[config.mk]
export PLATFORM = sky130hd
export DESIGN_NAME = mc_ctrl_fsm
export DESIGN_NICKNAME = d
export VERILOG_FILES = /design/src/rtl/mc_ctrl_fsm.sv
export SDC_FILE = /design/constraint.sdc
export NUM_CORES = 1
export LEC_CHECK = 0
export ABC_AREA = 1
export CORE_ASPECT_RATIO = 1.1
export CORE_MARGIN = 2
export CORE_UTILIZATION = 45
export DETAILED_ROUTE_END_ITERATION = 10
export MAX_ROUTING_LAYER = met4
export PLACE_DENSITY = 0.79
export SETUP_SLACK_MARGIN = 0.2
export SKIP_LAST_GASP = 1
export SLEW_MARGIN = 10
export SYNTH_ARGS = -nofsm -noshare
export SYNTH_HDL_FRONTEND = slang
export SYNTH_SLANG_ARGS = --single-unit
[constraint.sdc]
create_clock -name clk -period 3.25 [get_ports clk]
set_input_delay 0.8125 -clock clk [delete_from_list [all_inputs] [get_ports clk]]
set_output_delay 0.8125 -clock clk [all_outputs]
set_load 0.01 [all_outputs]
[src/rtl/mc_ctrl_fsm.sv]
// Moore main controller for the multicycle ARM datapath.
// Sequences fetch/decode/execute/writeback and counts retired instructions.
module mc_ctrl_fsm #(
   parameter int CNT_W = 32
) (
   input  logic             clk,
   input  logic             reset,
   input  logic [1:0]       Op,
   input  logic [5:0]       Funct,
   output logic             IRWrite,
   output logic             AdrSrc,
   output logic [1:0]       ALUSrcA,
   output logic [1:0]       ALUSrcB,
   output logic [1:0]       ResultSrc,
   output logic             ALUOp,
   output logic             NextPC,
   output logic             RegW,
   output logic             MemW,
   output logic             Branch,
   output logic             Illegal,
   output logic [3:0]       State,
   output logic [CNT_W-1:0] RetireCnt
);

   typedef enum logic [3:0] {
      S_FETCH    = 4'd0,
      S_DECODE   = 4'd1,
      S_MEMADR   = 4'd2,
      S_MEMREAD  = 4'd3,
      S_MEMWB    = 4'd4,
      S_MEMWRITE = 4'd5,
      S_EXECUTER = 4'd6,
      S_EXECUTEI = 4'd7,
      S_ALUWB    = 4'd8,
      S_BRANCH   = 4'd9,
      S_UNKNOWN  = 4'd10
   } state_t;

   state_t state_q;
   state_t state_n;
   logic   retire;
   logic   unused_funct;

   assign unused_funct = ^Funct[4:1];
   assign State        = state_q;

   assign retire = (state_q == S_MEMWB)    ||
                   (state_q == S_MEMWRITE) ||
                   (state_q == S_ALUWB)    ||
                   (state_q == S_BRANCH);

   always_ff @(posedge clk or negedge reset) begin
      if (!reset) begin
         state_q   <= S_FETCH;
         Illegal   <= 1'b0;
         RetireCnt <= '0;
      end else begin
         state_q   <= state_n;
         Illegal   <= (state_n == S_UNKNOWN);
         if (retire)
            RetireCnt <= RetireCnt + {{(CNT_W-1){1'b0}}, 1'b1};
      end
   end

   always_comb begin
      state_n   = S_FETCH;
      IRWrite   = 1'b0;
      AdrSrc    = 1'b0;
      ALUSrcA   = 2'd0;
      ALUSrcB   = 2'd0;
      ResultSrc = 2'd0;
      ALUOp     = 1'b0;
      NextPC    = 1'b0;
      RegW      = 1'b0;
      MemW      = 1'b0;
      Branch    = 1'b0;
      unique case (state_q)
         S_FETCH: begin
            IRWrite   = 1'b1;
            NextPC    = 1'b1;
            ALUSrcA   = 2'd1;
            ALUSrcB   = 2'd2;
            ResultSrc = 2'd2;
            state_n   = S_DECODE;
         end
         S_DECODE: begin
            ALUSrcA   = 2'd1;
            ALUSrcB   = 2'd2;
            ResultSrc = 2'd2;
            case (Op)
               2'b01:   state_n = S_MEMADR;
               2'b00:   state_n = Funct[5] ? S_EXECUTEI
                                           : S_EXECUTER;
               2'b10:   state_n = S_BRANCH;
               default: state_n = S_UNKNOWN;
            endcase
         end
         S_MEMADR: begin
            ALUSrcB = 2'd1;
            state_n = Funct[0] ? S_MEMREAD : S_MEMWRITE;
         end
         S_MEMREAD: begin
            AdrSrc  = 1'b1;
            state_n = S_MEMWB;
         end
         S_MEMWB: begin
            ResultSrc = 2'd1;
            RegW      = 1'b1;
         end
         S_MEMWRITE: begin
            AdrSrc = 1'b1;
            MemW   = 1'b1;
         end
         S_EXECUTER: begin
            ALUOp   = 1'b1;
            state_n = S_ALUWB;
         end
         S_EXECUTEI: begin
            ALUSrcB = 2'd1;
            ALUOp   = 1'b1;
            state_n = S_ALUWB;
         end
         S_ALUWB: begin
            RegW = 1'b1;
         end
         S_BRANCH: begin
            ALUSrcB   = 2'd1;
            ResultSrc = 2'd2;
            Branch    = 1'b1;
         end
         // UNKNOWN and undefined codes fall back to FETCH with no controls
         default: state_n = S_FETCH;
      endcase
   end

endmodule

==> summary.md, run 1 <==
| Metric | Value |
|---|---|
| Result of the run | finished, final reports clean |
| Crit path time final | between 2 and 3 ns |
| Setup repair after global routing missed its margin | no |
| Root cell of the clock tree | clkbuf_8 |
| Layout fillers | between 400 and 500 |
| Slew @ Worst Pin | 0.810 ns |
| Clock latency at the later pin of the worst-skew pair | just under 0.3 ns |
| Grt total ovfl | 0 |
| Most common cell after layout, fill and taps aside | nand2_1 |
| Reg-to-reg critical path startpoint | RetireCnt[0] |
| Share of Yosys cell area claimed by the top area cell type | 0.430 |
| Commonest cells after routing, fill and taps aside | nand2_1 (71), clkdlybuf4s50_1 (53), nor2_1 (40) |
| Sort of element at the end of the critical path | output port |
| Final Slew Violations | 0 |
| FF-to-FF setup slack | approximately 1.7 ns |
| Worst reg-to-reg path cell count | 8 |
| Req. time, crit path | 2.44 ns |
| Gr usage total | 0.202 |
| Count of warnings emitted by yosys | 0 |
| Vertical extent of the die | 76.5 um |
| Final-layout setup total negative slack | 0 ns |
| CP Data Arrival Time | ~1.9 ns |
| Number of clock buffers inserted by TritonCTS | 5 |
| Worst clock skew | about 0.0088 ns |
| CP max FO | 8 |
| Die area | 5350 um^2 |
| Std-Cell Rows | 26 |
| Clock transition time at the flip-flop clock pins of the worst setup and hold paths | 0.07 ns |
| Leading area contributor after synthesis | dfrtp_1 |
| Met1 track utilization from global routing | 0.237 |
| Total vias in the final route | 1976 |
| Maximum achievable frequency | roughly 0.37 GHz |
| Share of the core filled with cells | 0.612 |
| Iteration-0 DRC Markers | 75 |
| Worst slew margin relative to its limit | 0.460 |
| Kind of launch point of the worst setup path | flip-flop |
| Fraction of the yosys area taken by sequential cells | 0.430 |
| Number of sinks driven by the clock tree | 37 |
| Postcts setup bufs | 0 |
| Number of levels in the clock H-tree | 2 |
| Setup violation total in the final timing report | 0 |
| Wire length of the first global-routing pass | 8430 um |
| Total routed wirelength | 4940 um |
| Average size of a mapped cell | 7.63 um^2 |
| N_diodes | 0 |
| Remaining antenna violation count | 0 |
| Maximum number of buffers from clock root to sink | 2 |
| Clock tree from TritonCTS | built |
| DRC violations left | 0 |
| Summed instance area of the synthesized netlist | 2150 um^2 |
| Hold-critical path depth | 2 |
| Inst Count DP | 390 |
| Met2 Track Usage GR | 0.351 |
| Post_cts resized | 0 |
| Sum of internal, switching and leakage power | 1.69 mW |
| Met3 GRT Util | 0.0357 |
| Register bit total from synthesis | 37 |
| Hold endpoint | RetireCnt[31] |
| Number of top-level design ports | 60 |
| Worst min-delay path class | flip-flop to flip-flop |
| Hold_buf cts | 0 |
| Post-synthesis net count | just under 300 |
| Length of the first detailed-routing pass in iterations | 4 |
| Total power density per cell area | 599 nW/um^2 |
| Final critical-path share of the clock period | 0.829 |
| Count of buffers from port buffering | 54 |
| Synth top area cells | dfrtp_1 (43%), nand2_1 (12%), nor2_1 (7.0%), inv_1 (6.5%), nand3_1 (5.1%) |
| Number of nets in the layout | 352 |
| Antenna violations before repair | 0 |
| Peak VDD IR | approximately 0.51 mV |
| Post-synthesis cell count | 282 |
| Via count of the first global-routing pass | 1925 |
| Synth-to-Final Area Change | 31.5% |
| Vias per inst | 4.98 |
| Detail-routed net length per standard cell | 12.4 um |
| Pin count of the biggest net entering global routing | 38 |
| Proportion of layout cells with a drive suffix above 1 | 0.109 |
| Fin cells | 397 |
| Crit Path Class | flip-flop to output port |
| P_leak | 1.29 nW |
| Number of max-cap violations | 0 |
| Final hold violation count | 0 |
| Yosys cell types | 28 |
| Worst Min Path Start | RetireCnt[31] |
| Initial core utilization | 0.466 |
| Core area | around 4600 um^2 |
| Peak-usage layer in the global routing report | met2 |
| Destination of the worst register-to-register timing path | RetireCnt[26] |
| Global placer's final weighted congestion | roughly 0.87 |
| DIE WIDTH | 69.9 um |
| Dpl hpwl | between 3000 and 4000 um |
## synth_stat cells
library cell and number:
nand2_1 71, nor2_1 40, dfrtp_1 37, inv_1 37, nand3_1 22, xor2_1 12
nor2_2 9, nand4_1 8, nand2_2 7, xnor2_1 7, nor2_4 5, inv_2 4
o21ai_0 4, buf_4 2, nand3b_1 2, o21ai_1 2, o22ai_1 2, a21oi_1 1
conb_1 1, ha_1 1, inv_4 1, nand2_4 1, nand2_8 1, nand3_2 1
nor3_1 1, nor3_2 1, o211ai_1 1, o311ai_0 1
## critical path, cell delays in order, from the launching register on
cell and delay (ns):
dfrtp_1 0.47, inv_2 0.16, o311ai_0 0.36, clkdlybuf4s50_1 0.61
## per-stage QoR
step	hold slack, ns	setup WS (ns)	cell area, um^2
2_1_floorplan	0.514	1.25	2150
3_3_place_gp	0.475	0.900	2740
3_5_place_dp	0.483	0.871	2740
4_1_cts	0.499	0.544	2830
5_1_grt	0.555	0.428	2830
6_report	0.495	0.555	2830
## report_power, final
part           internal, mW  switching [mW]
sequential            0.519          0.0721
clock                 0.168           0.158
combinational         0.351           0.425
## routing by layer
layer	up-vias	routed length [um]
li1	986	-
met1	932	2140
met2	48	2520
met3	10	197
met4	0	84
met5	-	0
## state kept, by name (all words and copies together) (netlist names)
register   count
Illegal        1
RetireCnt     32
State          4
## worst max path at each step
| stage | slack, ns | cells past startpoint | endpoint | from |
|---|---|---|---|---|
| 2_1_floorplan | 1.25 | 2 | ALUSrcB[0] | State[1] |
| 3_3_place_gp | 0.90 | 3 | ALUSrcB[0] | State[1] |
| 3_5_place_dp | 0.87 | 3 | ALUSrcB[0] | State[1] |
| 4_1_cts | 0.54 | 3 | ALUSrcB[0] | State[1] |
| 5_1_grt | 0.43 | 3 | ALUSrcB[0] | State[1] |
| 6_report | 0.55 | 3 | ALUSrcB[0] | State[1] |
## final cells by class
class	count	area, um^2	area share
timing repair buffer	54	536	0.189
sequential	37	926	0.327
multi-input combinational	201	1050	0.372
clock buffer	7	86.3	0.0305
tap	56	70.1	0.0248
inverter	42	160	0.0566
## cell families (layout without fill, tap and decap cells)
group | count (synthesis) | count (layout) | share of synthesized area
buffers and inverters | 44 | 103 | 0.0814
and+or+nand+nor | 169 | 169 | 0.374
adders and majority gates | 1 | 1 | 0.00581
other | 1 | 1 | 0.00174
AOI/OAI and AO/OA | 11 | 11 | 0.0297
DFF | 37 | 37 | 0.430
xor gates and xnor gates | 19 | 19 | 0.0773
Power figures use the tool's default switching activity.
==> run 2, diff against run 1 <==
CORE_UTILIZATION = 43   (was 45)
clock period = 2.45 ns   (was 3.25 ns; I/O delays follow)
==> summary.md, run 2 (same netlist as run 1, synthesis figures left out) <==
| Metric | Value |
|---|---|
| Peak VDD IR | 0.557 mV (+8.9%) |
| Iteration-0 DRC Markers | 144 (+92%) |
| Vias per inst | 5.09 (+2.2%) |
| Number of levels in the clock H-tree | 2 (unchanged) |
| Worst min-delay path class | input pin to asynchronous set/reset pin |
| Die area | 5590 um^2 (+4.4%) |
| Via count of the first global-routing pass | 2005 (+4.2%) |
| DIE WIDTH | 71.5 um (+2.2%) |
| Number of top-level design ports | 60 (unchanged) |
| Synth-to-Final Area Change | 34.0% |
| Critical path's slowest cell | clkdlybuf4s50_1 |
| DRC violations left | 0 (unchanged) |
| Req. time, crit path | 1.84 ns (-0.60 ns) |
| Clock tree from TritonCTS | built |
| Core area | 4900 um^2 (+6.0%) |
| Length of the first detailed-routing pass in iterations | 4 (unchanged) |
| Final Slew Violations | 0 (unchanged) |
| Final-layout setup total negative slack | 0 ns (unchanged) |
| Worst clock skew | 0.00667 ns (-0.00212 ns) |
| Vertical extent of the die | 78.2 um (+2.2%) |
| Critical Path Max Stage Delay | 0.54 ns (-0.07 ns) |
| Worst slew margin relative to its limit | 0.456 (-0.00437) |
| CP max FO | 8 (unchanged) |
| Number of max-cap violations | 0 (unchanged) |
| Crit Path Class | flip-flop to output port |
| Global placer's final weighted congestion | 0.863 (-0.81%) |
| Sort of element at the end of the critical path | output port |
| Share of the core filled with cells | 0.589 (-0.0239) |
| Initial core utilization | 0.439 (-0.0265) |
| Maximum number of buffers from clock root to sink | 2 (unchanged) |
| Total routed wirelength | 5350 um (+8.2%) |
| Root cell of the clock tree | clkbuf_8 |
| Slew @ Worst Pin | 0.816 ns (+0.00655 ns) |
| Antenna violations before repair | 0 (unchanged) |
| Commonest cells after routing, fill and taps aside | nand2_1 (71), clkdlybuf4s50_1 (43), nor2_1 (38) |
| Total vias in the final route | 2045 (+3.5%) |
| Final hold violation count | 0 (unchanged) |
| Grt total ovfl | 0 (unchanged) |
| Pin count of the biggest net entering global routing | 38 (unchanged) |
| Number of nets in the layout | 354 (+0.57%) |
| Count of buffers from port buffering | 54 (unchanged) |
| Register bank with the most flops | RetireCnt |
| Gr usage total | 0.210 (+0.00831) |
| Setup violation total in the final timing report | 0 (unchanged) |
| Most common cell after layout, fill and taps aside | nand2_1 |
| Clock latency at the later pin of the worst-skew pair | 0.29 ns (about the same) |
| P_leak | 1.36 nW (+5.9%) |
| Detail-routed net length per standard cell | 13.3 um (+6.8%) |
| Hold_buf cts | 0 (unchanged) |
| Crit path time final | 2.24 ns |
| Clock transition time at the flip-flop clock pins of the worst setup and hold paths | 0.08 ns (about the same) |
| Number of clock buffers inserted by TritonCTS | 5 (unchanged) |
| Worst reg-to-reg path cell count | 8 (unchanged) |
| Total power density per cell area | 828 nW/um^2 (+38%) |
| Setup repair after global routing missed its margin | yes |
| Hold slack final | 0.408 ns (-0.0873 ns) |
| Result of the run | finished, final reports clean |
| Wire length of the first global-routing pass | 9030 um (+7.0%) |
| Remaining antenna violation count | 0 (unchanged) |
| Max FFs per register | 32 (unchanged) |
| Number of sinks driven by the clock tree | 37 (unchanged) |
| Post-place setup slack | 0.270 ns (-0.601 ns) |
| N_diodes | 0 (unchanged) |
| CP Data Arrival Time | 1.63 ns (-0.25 ns) |
| Kind of launch point of the worst setup path | flip-flop |
| Maximum achievable frequency | 0.446 GHz |
| Dpl hpwl | 4050 um (+5.3%) |
| Proportion of layout cells with a drive suffix above 1 | 0.140 (+0.0310) |
| Final Worst Setup Slack | 0.207 ns (-0.348 ns) |
| Final critical-path share of the clock period | 0.915 |
| Worst path cell trace | inv_6 > nand2_1 > nor2_2 > clkdlybuf4s50_1 |
| Std-Cell Rows | 27 (+3.8%) |
run 2: changes by cell type in the layout (fill, tap and decap cells not counted), sizes merged:
cell           delta
dlymetal6s2s      +2
bufinv            +1
clkbuf            +2
buf               +2
clkdlybuf4s50    -10
dlygate4sd2       +6
run 2: timing repair:
item,4_1_cts,5_1_grt
buffers inserted,2,0
endpoints found under the setup margin,11,5
resized for setup,12,12
run 2: area by class of cell:
cell class	count	area, um^2
inverters	42	165
flip-flops and latches	37	930
clock buffers	7	86.3
multi-input cells	201	1060
clock inverters	1	30.0
fillers	451	2020
well taps	58	72.6
repair buffers	56	538
run 2: worst paths after layout:
path | start | slack (ns) | to
min reg2reg | RetireCnt[8] | 0.51 | RetireCnt[8]
min in group clk | RetireCnt[8] | 0.51 | RetireCnt[8]
max reg2reg | RetireCnt[0] | 0.86 | RetireCnt[26]
max | State[1] | 0.21 | NextPC
max in group asynchronous | reset | 1.47 | State[2]
min | reset | 0.41 | RetireCnt[15]
run 2: where the power goes:
| group | internal, mW | switching, mW | leakage, nW |
|---|---|---|---|
| Clock | 0.332 | 0.226 | 0.0585 |
| Sequential | 0.693 | 0.108 | 0.500 |
| Combinational | 0.426 | 0.601 | 0.805 |
run 2: metrics by stage:
stage | instance area (um^2) | total power, mW | instances
after global routing | 2880 | 2.51 | 402
after CTS | 2880 | 2.38 | 402
after detailed placement | 2750 | 1.85 | 392
after global placement | 2750 | 1.81 | 392
final | 2880 | 2.39 | 402
after floorplan | 2150 | 1.36 | 282
run 2: routing by layer:
layer,share of wire,GRT usage,up-vias
met3,0.055,0.0398,13
met1,0.41,0.243,970
met2,0.51,0.356,70
met4,0.025,0.0868,0
met5,0,-,-
li1,-,-,992
run 2: critical path: cells and delay by family (launching register included):
family	cells	cell delay [ns]
buf+inv	2	0.65
simple gates	2	0.24
flops	1	0.44
==> run 3, diff against run 2 <==
GPL_TIMING_DRIVEN = 1   (was unset)
==> results of run 3 <==
The final DEF is identical to that of run 2; final timing and power are the same.
